--- src/rtl/nonce_report_pkg.sv ---
// ---------------------------------------------------------------------------
// nonce_report_pkg
// Shared definitions for the golden-nonce UART reporter:
//   - tx_state_e       : serializer FSM states
//   - BITS_PER_BYTE    : data bits per UART character (8N1)
//   - BYTES_PER_NONCE  : characters per reported nonce
//   - NONCE_WIDTH      : nonce width in bits
//   - DEFAULT_*        : default parameter values of the top module
//   - counter_width()  : width of a counter that holds 0..n-1
// ---------------------------------------------------------------------------
package nonce_report_pkg;

    typedef enum logic [1:0] {
        ST_IDLE  = 2'd0,
        ST_START = 2'd1,
        ST_DATA  = 2'd2,
        ST_STOP  = 2'd3
    } tx_state_e;

    localparam int BITS_PER_BYTE           = 8;
    localparam int BYTES_PER_NONCE         = 4;
    localparam int NONCE_WIDTH             = BITS_PER_BYTE * BYTES_PER_NONCE;
    localparam int DEFAULT_CLKS_PER_BIT    = 868;
    localparam int DEFAULT_FIFO_DEPTH_LOG2 = 2;

    // Width of a counter running 0..n-1 (at least one bit).
    function automatic int counter_width(input int n);
        return (n <= 2) ? 1 : $clog2(n);
    endfunction

endpackage

--- src/rtl/nonce_fifo.sv ---
// ---------------------------------------------------------------------------
// nonce_fifo
// Synchronous FIFO with registered occupancy and a combinational head so the
// consumer can pop and capture the head word on the same edge.
//   i_clk    : clock
//   i_srst   : synchronous active-high reset (empties the FIFO)
//   i_push   : write i_data (ignored when full unless popping this cycle)
//   i_data   : write data
//   i_pop    : remove head (ignored when empty)
//   o_head   : current head word
//   o_count  : occupancy, 0..2**DEPTH_LOG2
//   o_full   : occupancy equals depth
//   o_empty  : occupancy is zero
// ---------------------------------------------------------------------------
module nonce_fifo #(
    parameter int WIDTH      = 32,
    parameter int DEPTH_LOG2 = 2
) (
    input  logic                  i_clk,
    input  logic                  i_srst,
    input  logic                  i_push,
    input  logic [WIDTH-1:0]      i_data,
    input  logic                  i_pop,
    output logic [WIDTH-1:0]      o_head,
    output logic [DEPTH_LOG2:0]   o_count,
    output logic                  o_full,
    output logic                  o_empty
);
    localparam int                  DEPTH      = 1 << DEPTH_LOG2;
    localparam logic [DEPTH_LOG2:0] FULL_COUNT = (DEPTH_LOG2 + 1)'(DEPTH);

    logic [WIDTH-1:0]      r_mem [DEPTH];
    logic [DEPTH_LOG2-1:0] r_wr_ptr;
    logic [DEPTH_LOG2-1:0] r_rd_ptr;
    logic [DEPTH_LOG2:0]   r_count;
    logic                  w_push;
    logic                  w_pop;

    assign o_full  = (r_count == FULL_COUNT);
    assign o_empty = (r_count == '0);
    assign w_pop   = i_pop && !o_empty;
    // A push into a full FIFO is fine when the head leaves on the same edge.
    assign w_push  = i_push && (!o_full || w_pop);

    always_ff @(posedge i_clk) begin
        if (w_push) begin
            r_mem[r_wr_ptr] <= i_data;
        end
    end

    // Pointers are exactly DEPTH_LOG2 bits wide, so they wrap on their own.
    always_ff @(posedge i_clk) begin
        if (i_srst) begin
            r_wr_ptr <= '0;
            r_rd_ptr <= '0;
            r_count  <= '0;
        end else begin
            if (w_push) r_wr_ptr <= r_wr_ptr + 1'b1;
            if (w_pop)  r_rd_ptr <= r_rd_ptr + 1'b1;
            case ({w_push, w_pop})
                2'b10:   r_count <= r_count + 1'b1;
                2'b01:   r_count <= r_count - 1'b1;
                default: r_count <= r_count;
            endcase
        end
    end

    assign o_head  = r_mem[r_rd_ptr];
    assign o_count = r_count;

endmodule

--- src/rtl/nonce_uart_reporter.sv ---
// ---------------------------------------------------------------------------
// nonce_uart_reporter
// Buffers golden nonces in a small FIFO and reports each one over an 8N1 UART
// as four characters, most significant byte first, each byte LSB first.
//   hash_clk    : sole clock
//   reset       : synchronous active-high reset, abandons any frame
//   nonce_valid : one-cycle strobe, nonce is present
//   nonce       : 32-bit golden nonce
//   tx          : UART line, idle high
//   busy        : serializer active or FIFO non-empty
//   overflow    : sticky, a nonce was dropped on a full FIFO
//   fifo_count  : FIFO occupancy
// Build option: define NONCE_DEDUP_EN to silently drop a nonce equal to the
// last accepted one (tracked since reset).
// ---------------------------------------------------------------------------
module nonce_uart_reporter
    import nonce_report_pkg::*;
#(
    parameter int CLKS_PER_BIT    = DEFAULT_CLKS_PER_BIT,
    parameter int FIFO_DEPTH_LOG2 = DEFAULT_FIFO_DEPTH_LOG2
) (
    input  logic                       hash_clk,
    input  logic                       reset,
    input  logic                       nonce_valid,
    input  logic [NONCE_WIDTH-1:0]     nonce,
    output logic                       tx,
    output logic                       busy,
    output logic                       overflow,
    output logic [FIFO_DEPTH_LOG2:0]   fifo_count
);
    localparam int               BAUD_W    = counter_width(CLKS_PER_BIT);
    localparam int               BIT_W     = counter_width(BITS_PER_BYTE);
    localparam int               BYTE_W    = counter_width(BYTES_PER_NONCE);
    localparam logic [BAUD_W-1:0] BAUD_LAST = BAUD_W'(CLKS_PER_BIT - 1);
    localparam logic [BIT_W-1:0]  BIT_LAST  = BIT_W'(BITS_PER_BYTE - 1);
    localparam logic [BYTE_W-1:0] BYTE_LAST = BYTE_W'(BYTES_PER_NONCE - 1);

    tx_state_e              r_state,  w_state_next;
    logic [BAUD_W-1:0]      r_baud,   w_baud_next;
    logic [BIT_W-1:0]       r_bit,    w_bit_next;
    logic [BYTE_W-1:0]      r_byte,   w_byte_next;
    logic [NONCE_WIDTH-1:0] r_shift,  w_shift_next;
    logic                   r_tx,     w_tx_next;
    logic                   r_overflow;

    logic [NONCE_WIDTH-1:0]   w_fifo_head;
    logic [FIFO_DEPTH_LOG2:0] w_fifo_count;
    logic                     w_fifo_full;
    logic                     w_fifo_empty;
    logic                     w_pop;
    logic                     w_dup;
    logic                     w_push_req;
    logic                     w_push_ok;
    logic                     w_baud_last;
    logic [BITS_PER_BYTE-1:0] w_cur_byte;

`ifdef NONCE_DEDUP_EN
    logic [NONCE_WIDTH-1:0] r_last_nonce;
    logic                   r_last_valid;

    assign w_dup = r_last_valid && (nonce == r_last_nonce);

    always_ff @(posedge hash_clk) begin
        if (reset) begin
            r_last_valid <= 1'b0;
            r_last_nonce <= '0;
        end else if (w_push_ok) begin
            r_last_valid <= 1'b1;
            r_last_nonce <= nonce;
        end
    end
`else
    assign w_dup = 1'b0;
`endif

    assign w_pop      = (r_state == ST_IDLE) && !w_fifo_empty;
    assign w_push_req = nonce_valid && !w_dup;
    assign w_push_ok  = w_push_req && (!w_fifo_full || w_pop);

    nonce_fifo #(
        .WIDTH      (NONCE_WIDTH),
        .DEPTH_LOG2 (FIFO_DEPTH_LOG2)
    ) u_fifo (
        .i_clk   (hash_clk),
        .i_srst  (reset),
        .i_push  (w_push_ok),
        .i_data  (nonce),
        .i_pop   (w_pop),
        .o_head  (w_fifo_head),
        .o_count (w_fifo_count),
        .o_full  (w_fifo_full),
        .o_empty (w_fifo_empty)
    );

    assign w_baud_last = (r_baud == BAUD_LAST);
    // The byte on the wire always sits in the top of the shift word.
    assign w_cur_byte  = r_shift[NONCE_WIDTH-1 -: BITS_PER_BYTE];

    always_comb begin
        w_state_next = r_state;
        w_baud_next  = r_baud;
        w_bit_next   = r_bit;
        w_byte_next  = r_byte;
        w_shift_next = r_shift;
        w_tx_next    = 1'b1;
        case (r_state)
            ST_IDLE: begin
                if (w_pop) begin
                    w_shift_next = w_fifo_head;
                    w_byte_next  = '0;
                    w_baud_next  = '0;
                    w_state_next = ST_START;
                end
            end
            ST_START: begin
                w_tx_next = 1'b0;
                if (w_baud_last) begin
                    w_baud_next  = '0;
                    w_bit_next   = '0;
                    w_state_next = ST_DATA;
                end else begin
                    w_baud_next = r_baud + 1'b1;
                end
            end
            ST_DATA: begin
                w_tx_next = w_cur_byte[r_bit];
                if (w_baud_last) begin
                    w_baud_next = '0;
                    if (r_bit == BIT_LAST) begin
                        w_state_next = ST_STOP;
                    end else begin
                        w_bit_next = r_bit + 1'b1;
                    end
                end else begin
                    w_baud_next = r_baud + 1'b1;
                end
            end
            ST_STOP: begin
                w_tx_next = 1'b1;
                if (w_baud_last) begin
                    w_baud_next = '0;
                    if (r_byte != BYTE_LAST) begin
                        w_byte_next  = r_byte + 1'b1;
                        w_shift_next = {r_shift[NONCE_WIDTH-BITS_PER_BYTE-1:0],
                                        {BITS_PER_BYTE{1'b0}}};
                        w_state_next = ST_START;
                    end else begin
                        w_state_next = ST_IDLE;
                    end
                end else begin
                    w_baud_next = r_baud + 1'b1;
                end
            end
            default: w_state_next = ST_IDLE;
        endcase
    end

    // tx is registered from the current state, so the line follows the FSM by
    // one cycle: a pop at edge N+1 drives the start bit from edge N+2.
    always_ff @(posedge hash_clk) begin
        if (reset) begin
            r_state    <= ST_IDLE;
            r_baud     <= '0;
            r_bit      <= '0;
            r_byte     <= '0;
            r_shift    <= '0;
            r_tx       <= 1'b1;
            r_overflow <= 1'b0;
        end else begin
            r_state <= w_state_next;
            r_baud  <= w_baud_next;
            r_bit   <= w_bit_next;
            r_byte  <= w_byte_next;
            r_shift <= w_shift_next;
            r_tx    <= w_tx_next;
            if (w_push_req && w_fifo_full && !w_pop) begin
                r_overflow <= 1'b1;
            end
        end
    end

    assign tx         = r_tx;
    assign busy       = (r_state != ST_IDLE) || !w_fifo_empty;
    assign overflow   = r_overflow;
    assign fifo_count = w_fifo_count;

endmodule

--- config.mk ---
export PLATFORM = sky130hd
export DESIGN_NAME = nonce_uart_reporter
export DESIGN_NICKNAME = d
export VERILOG_FILES = /design/src/rtl/nonce_report_pkg.sv /design/src/rtl/nonce_fifo.sv /design/src/rtl/nonce_uart_reporter.sv
export SDC_FILE = /design/constraint.sdc
export NUM_CORES = 1
export LEC_CHECK = 0
export ABC_AREA = 1
export CAP_MARGIN = 20
export CORE_ASPECT_RATIO = 1.5
export CORE_UTILIZATION = 32
export DETAILED_ROUTE_END_ITERATION = 10
export GPL_TIMING_DRIVEN = 0
export PLACE_DENSITY = 0.46
export SYNTH_ARGS = -nofsm -noshare
export SYNTH_HDL_FRONTEND = slang
export SYNTH_SLANG_ARGS = --single-unit
--- constraint.sdc ---
create_clock -name hash_clk -period 7.9 [get_ports hash_clk]
set_input_delay 1.185 -clock hash_clk [delete_from_list [all_inputs] [get_ports hash_clk]]
set_output_delay 1.185 -clock hash_clk [all_outputs]
set_load 0.02 [all_outputs]
==> flow_summary.ini, run 1 <==
[setup_path]
worstSetupStartpointType = flip-flop
r2r-start = r_state[0]
crit_family = buffers and inverters
critical_path_class = flip-flop to primary output
max_stage_delay_ns = 0.62
r2r_end = u_fifo.o_count[2]
arrival_ns = 2.37
r2r_cells = 12
end_kind = primary output
path_buf_inv = 4
worstPathMaxFanout = 10
crit_top_cell = inv_1
crit_chain = inv_1 > ha_1 > inv_1 > nor2_4 > inv_2 > clkdlybuf4s50_1
required_ns = 6.71
r2r_setup_slack_ns = 5.05
slowest_stage = clkdlybuf4s50_1

[power_and_ir_drop]
power_leakage_nw = 3.471
p_switching_mw = 1.270
vdd_ir_drop_max_uv = 160.7
p_clk_frac = 0.258
total_power_mw = 3.377
combPwrFrac = 0.376
powerDensity_nw_per_um2 = 359.3
internal_power_mw = 2.107
power_frac_seq = 0.366
swShare = 0.3760

[yosys]
netlist_instances = 816
yosysUniqueCellTypes = 31
synth_area_um2 = 7885
seq_area_frac_synth = 0.6398
synth_fp_nets = 866
postSynthAreaPerCell_um2 = 9.663
ys_seq_elements = 188
synth_warnings = 0

[floorplanning]
rows = 70
die_height_um = 194.3
core_area_um2 = 24260
die_w_um = 130.2
start_util = 0.3250
io_pins = 41
die_area_um2 = 25290

[timing]
slew_headroom = 0.5770
skew_ns = 0.007977
final_hold_viol_count = 0
rsz0062_at_grt = no
tns_ns = 0
worstMarginPinSlew_ns = 0.6345
period_needed_ns = 3.552
maxSlewViolCount = 0
fmax_ghz = 0.2815
final.period_utilization = 0.4496
setup_viol = 0

[grt]
grt_start_max_net_pins = 28
grt_pass1_wl_um = 29400
grt.total_usage = 0.1583
antenna_found_initial = 0
grt_overflow = 0
grt_pass1_vias = 5505

[drt]
wl_per_cell_um = 15.35
num_vias = 5550
drc_errors = 0
drtIter0Drc = 344
drt_pre_antenna_iters = 4
avgViaCountPerCell = 4.564
routed_wl_um = 18670
postRouteAntennaNets = 0

[finish]
final_common_cell = nor2_1
antenna_cells = 0
layout_common_cells = 175 x nor2_1, 128 x edfxtp_1, 127 x nand2_1
fin_nets = 929
area_growth_pct = 19.22
num-fill-cells = 2448
multi_input_area_um2 = 2442
drive_gt1_frac = 0.06839
seq_area_um2 = 5045

[placed_design]
routabilityCongestion = 0.7450
io_buffers = 40
place_hpwl_um = 12600

[worst_hold_path]
hold_path_startpoint = overflow
hold_path_depth = 2
holdPathEnd = overflow
hold_class = flip-flop to flip-flop

[cts]
clkSinkCount = 188
hold_buffers = 0
clock_latency_ns = 0.44
clock_path_buffers = 2
cts_root_buf = clkbuf_16
path_clk_slew_ns = 0.07
numCtsBuffers = 17
post_cts_resized = 0
cts_tree = built
cts_setup_buffers = 0
cts_max_level = 4

[outcome]
outcome = complete, no violations

[flow_run]
cap_violations = 0
-- state kept, by name (all words and copies together) (netlist names), named ones only --
name             cells
u_fifo.r_mem       128
r_shift             32
r_baud              10
r_bit                3
u_fifo.o_count       3
r_byte               2
r_state              2
u_fifo.r_rd_ptr      2
u_fifo.r_wr_ptr      2
overflow             1
tx                   1
-- through the flow --
step | instances | utilization | hold slack, ns | setup WS, ns | instance area, um2
after floorplan | 816 | - | 0.4364 | 4.767 | 7885
after CTS | 1216 | 0.3875 | 0.4618 | 4.297 | 9400
after detailed placement | 1184 | 0.3628 | 0.4516 | 4.578 | 8801
after global placement | 1180 | 0.3582 | 0.4489 | 2.880 | 8691
after global routing | 1216 | 0.3875 | 0.4764 | 4.201 | 9400
final | 1216 | 0.3875 | 0.4545 | 4.348 | 9400
-- cell type report --
class	count	area share
tap	324	0.04313
clock inverter	14	0.01810
sequential	188	0.5367
timing repair buffer	44	0.05111
multi-input combinational	525	0.2598
buffer	38	0.01957
inverter	65	0.02595
clock buffer	18	0.04565
-- worst register-to-register path, delay by kind of cell, from the launching register on --
kind	cells	cell delay, ns
adder cells (fa/ha/maj)	3	0.87
flip-flops	1	0.39
buffers and inverters	3	0.46
AND/OR/NAND/NOR	2	0.53
AO/OA/AOI/OAI	4	0.49
-- synthesized netlist by cell type --
| library cell | number | area share |
|---|---|---|
| o21ai_0 | 115 | 0.073 |
| buf_4 | 4 | 0.0038 |
| buf_1 | 2 | 0.00095 |
| nand4_1 | 4 | 0.0032 |
| nor2_4 | 1 | 0.0014 |
| edfxtp_1 | 128 | 0.49 |
| a21oi_1 | 35 | 0.022 |
| or2_1 | 1 | 0.00079 |
| nand3b_1 | 1 | 0.00095 |
| a211oi_1 | 4 | 0.0038 |
| nor2_2 | 1 | 0.00079 |
| inv_1 | 61 | 0.029 |
| nand2_1 | 127 | 0.060 |
| or2_2 | 1 | 0.00079 |
| clkinv_1 | 1 | 0.00048 |
| o21ai_2 | 1 | 0.0011 |
| nand3_1 | 14 | 0.0089 |
| clkbuf_1 | 21 | 0.010 |
| buf_2 | 9 | 0.0057 |
| nor3_1 | 2 | 0.0013 |
| o21bai_1 | 2 | 0.0019 |
| xnor2_1 | 1 | 0.0011 |
| fa_1 | 1 | 0.0025 |
| o21ai_1 | 19 | 0.012 |
| nand3_2 | 1 | 0.0013 |
| nor2_1 | 179 | 0.085 |
| o211ai_1 | 1 | 0.00095 |
| dfxtp_1 | 60 | 0.15 |
| ha_1 | 14 | 0.022 |
| buf_6 | 2 | 0.0029 |
| inv_2 | 3 | 0.0014 |
-- power by group through the flow --
stage / registers [mW] / logic (mW) / clock network (mW)
CTS: 1.24 / 1.30 / 0.899
finish: 1.24 / 1.27 / 0.872
global placement: 1.26 / 1.28 / 0
floorplan: 1.26 / 0.870 / 0
global route: 1.25 / 1.46 / 0.932
detailed placement: 1.26 / 1.29 / 0
-- cells by family (layout without fill, tap and decap cells) --
logic type                 Yosys count  count (layout)  synth area share
and+or+nand+nor                    332             332            0.1650
adders and majority gates           15              15           0.02475
AOI/OAI and AO/OA                  177             177            0.1150
xor gates and xnor gates             1               1          0.001111
buffers and inverters              103             179           0.05427
DFF                                188             188            0.6398
-- worst max-delay path by stage --
stage                start             endpoint  slack (ns)  cells after the start
2_1_floorplan  nonce_valid   u_fifo.r_mem[0][0]        4.77                      2
3_3_place_gp   nonce_valid  u_fifo.r_mem[0][25]        2.88                      3
3_5_place_dp   nonce_valid    u_fifo.o_count[2]        4.58                      9
4_1_cts         r_state[0]                 busy        4.30                      6
5_1_grt         r_state[0]                 busy        4.20                      6
6_report        r_state[0]                 busy        4.35                      6
-- per-layer routing --
layer,wire [um],vias to the layer above,global-route usage
met5,0,-,0
met4,375,0,0.06503
met3,373,22,0.02870
met2,9739,58,0.2768
met1,8179,2623,0.1874
li1,-,2847,-
Note: power is estimated with default switching activity, not from simulation.
==> inputs of run 2 (changes only) <==
Settings changed: PLACE_DENSITY 0.46 to 0.48.
Clock period 7.9 ns to 2.9 ns, I/O delays scaled along.
==> run 2 against run 1 <==
Compared with the run above:
- worst setup slack lost 4.1 ns
- register-to-register slack lost 4.7 ns
- utilization grew 0.20 points
- die area is the same
- via count grew 0.49%
- critical path depth is the same
- worst hold slack gained 0.0021 ns
- first-iteration DRC count shrank 31%
- clock power grew to 2.9 times the previous value
- highest routed layer unchanged
==> flow_summary.ini, run 2 (synthesis gave the netlist of run 1 again) <==
[outcome]
outcome = complete, no violations

[drt]
wl_met1_um = 7833
drtIter0Drc = 238
routed_wl_um = 18680
routed-wl-met3_um = 432
wl_per_cell_um = 15.36
drc_errors = 0
top_layer_used = met4
drt_pre_antenna_iters = 4
postRouteAntennaNets = 0
avgViaCountPerCell = 4.586
met2_length_um = 9999
num_vias = 5577

[power_and_ir_drop]
vdd_ir_drop_max_uv = 528.6
power_leakage_nw = 3.493
total_power_mw = 9.385
powerDensity_nw_per_um2 = 993.2

[finish]
fin_nets = 929
post-route-util = 0.3895
final_common_cell = nor2_1
antenna_cells = 0
top_regs = u_fifo.r_mem: 128 flops, r_shift: 32 flops, r_baud: 10 flops
layout_common_cells = 175 x nor2_1, 128 x edfxtp_1, 126 x nand2_1
seq_area_um2 = 5045
instances_no_fill = 1216
drive_gt1_frac = 0.07063
largest_reg_flops = 128
area_growth_pct = 19.83
multi_input_area_um2 = 2445
finalInstanceArea_um2 = 9449
regMostFlops = u_fifo.r_mem
num-fill-cells = 2428

[grt]
grt.total_usage = 0.1592
grt_pass1_wl_um = 29810
antenna_found_initial = 0
grt_pass1_vias = 5505
grt_overflow = 0
grt_start_max_net_pins = 27

[timing]
slew_headroom = 0.5424
final.period_utilization = 0.9215
final_hold_viol_count = 0
fin_ws_ns = 0.2277
maxSlewViolCount = 0
rsz0062_at_grt = no
tns_ns = 0
skew_ns = 0.008595
setup_viol = 0
period_needed_ns = 2.672
fmax_ghz = 0.3742
hold-worst-slack_ns = 0.4566
worstMarginPinSlew_ns = 0.6864

[cts]
clock_latency_ns = 0.43
cts_root_buf = clkbuf_16
hold_buffers = 0
cts_tree = built
clkSinkCount = 188
numCtsBuffers = 17
path_clk_slew_ns = 0.06
clock_path_buffers = 2
cts_max_level = 4

[floorplanning]
io_pins = 41
die_height_um = 194.3
die_area_um2 = 25290
start_util = 0.3250
die_w_um = 130.2
rows = 70
core_area_um2 = 24260

[flow_run]
cap_violations = 0

[setup_path]
arrival_ns = 2.24
end_kind = primary output
required_ns = 2.47
worstPathMaxFanout = 10
critical_path_class = flip-flop to primary output
r2r_cells = 12
worstSetupStartpointType = flip-flop

[worst_hold_path]
hold_class = flip-flop to flip-flop
hold_path_depth = 2

[placed_design]
place_hpwl_um = 12510
io_buffers = 40
routabilityCongestion = 0.7545
place_ws_ns = 0.07569
dpl_cell_area_um2 = 8801
placedCellCount = 1184
-- run 2: worst max-delay path: stages, from the launching register on --
cell	delay, ns
dfxtp_1	0.40
inv_1	0.12
ha_1	0.24
inv_2	0.17
nor2_4	0.11
inv_2	0.14
clkdlybuf4s50_1	0.62
-- run 2: path summary, 6_finish.rpt --
path / startpoint / end / slack (ns)
hold reg to reg: overflow / overflow / 0.46
setup / recovery: r_state[0] / busy / 0.23
setup reg to reg: r_state[0] / u_fifo.o_count[2] / 0.37
hold / removal: overflow / overflow / 0.46
-- run 2: metal layers --
layer,vias up,global-route usage
met1,2630,0.1801
met3,25,0.03173
met4,0,0.06374
met2,76,0.2862
met5,-,0
li1,2846,-
-- run 2: area by class of cell --
cell class,count,share of cell area
clock buffer,18,0.04542
multi-input combinational,525,0.2587
timing repair buffer,44,0.05085
tap,324,0.04290
buffer,38,0.01947
inverter,65,0.02582
sequential,188,0.5339
clock inverter,14,0.02291
-- run 2: repair_timing --
item	CTS	global route
setup buffers	0	0
hold endpoints to repair	0	0
gates resized for setup	0	2
endpoints found under the setup margin	0	2
-- run 2: power breakdown --
group	switching [mW]	internal, mW	leakage (nW)	total, mW
sequential	0.120	3.24	1.67	3.36
clock	1.01	1.53	0.305	2.55
combinational	2.33	1.14	1.52	3.47
total	3.46	5.92	3.49	9.38
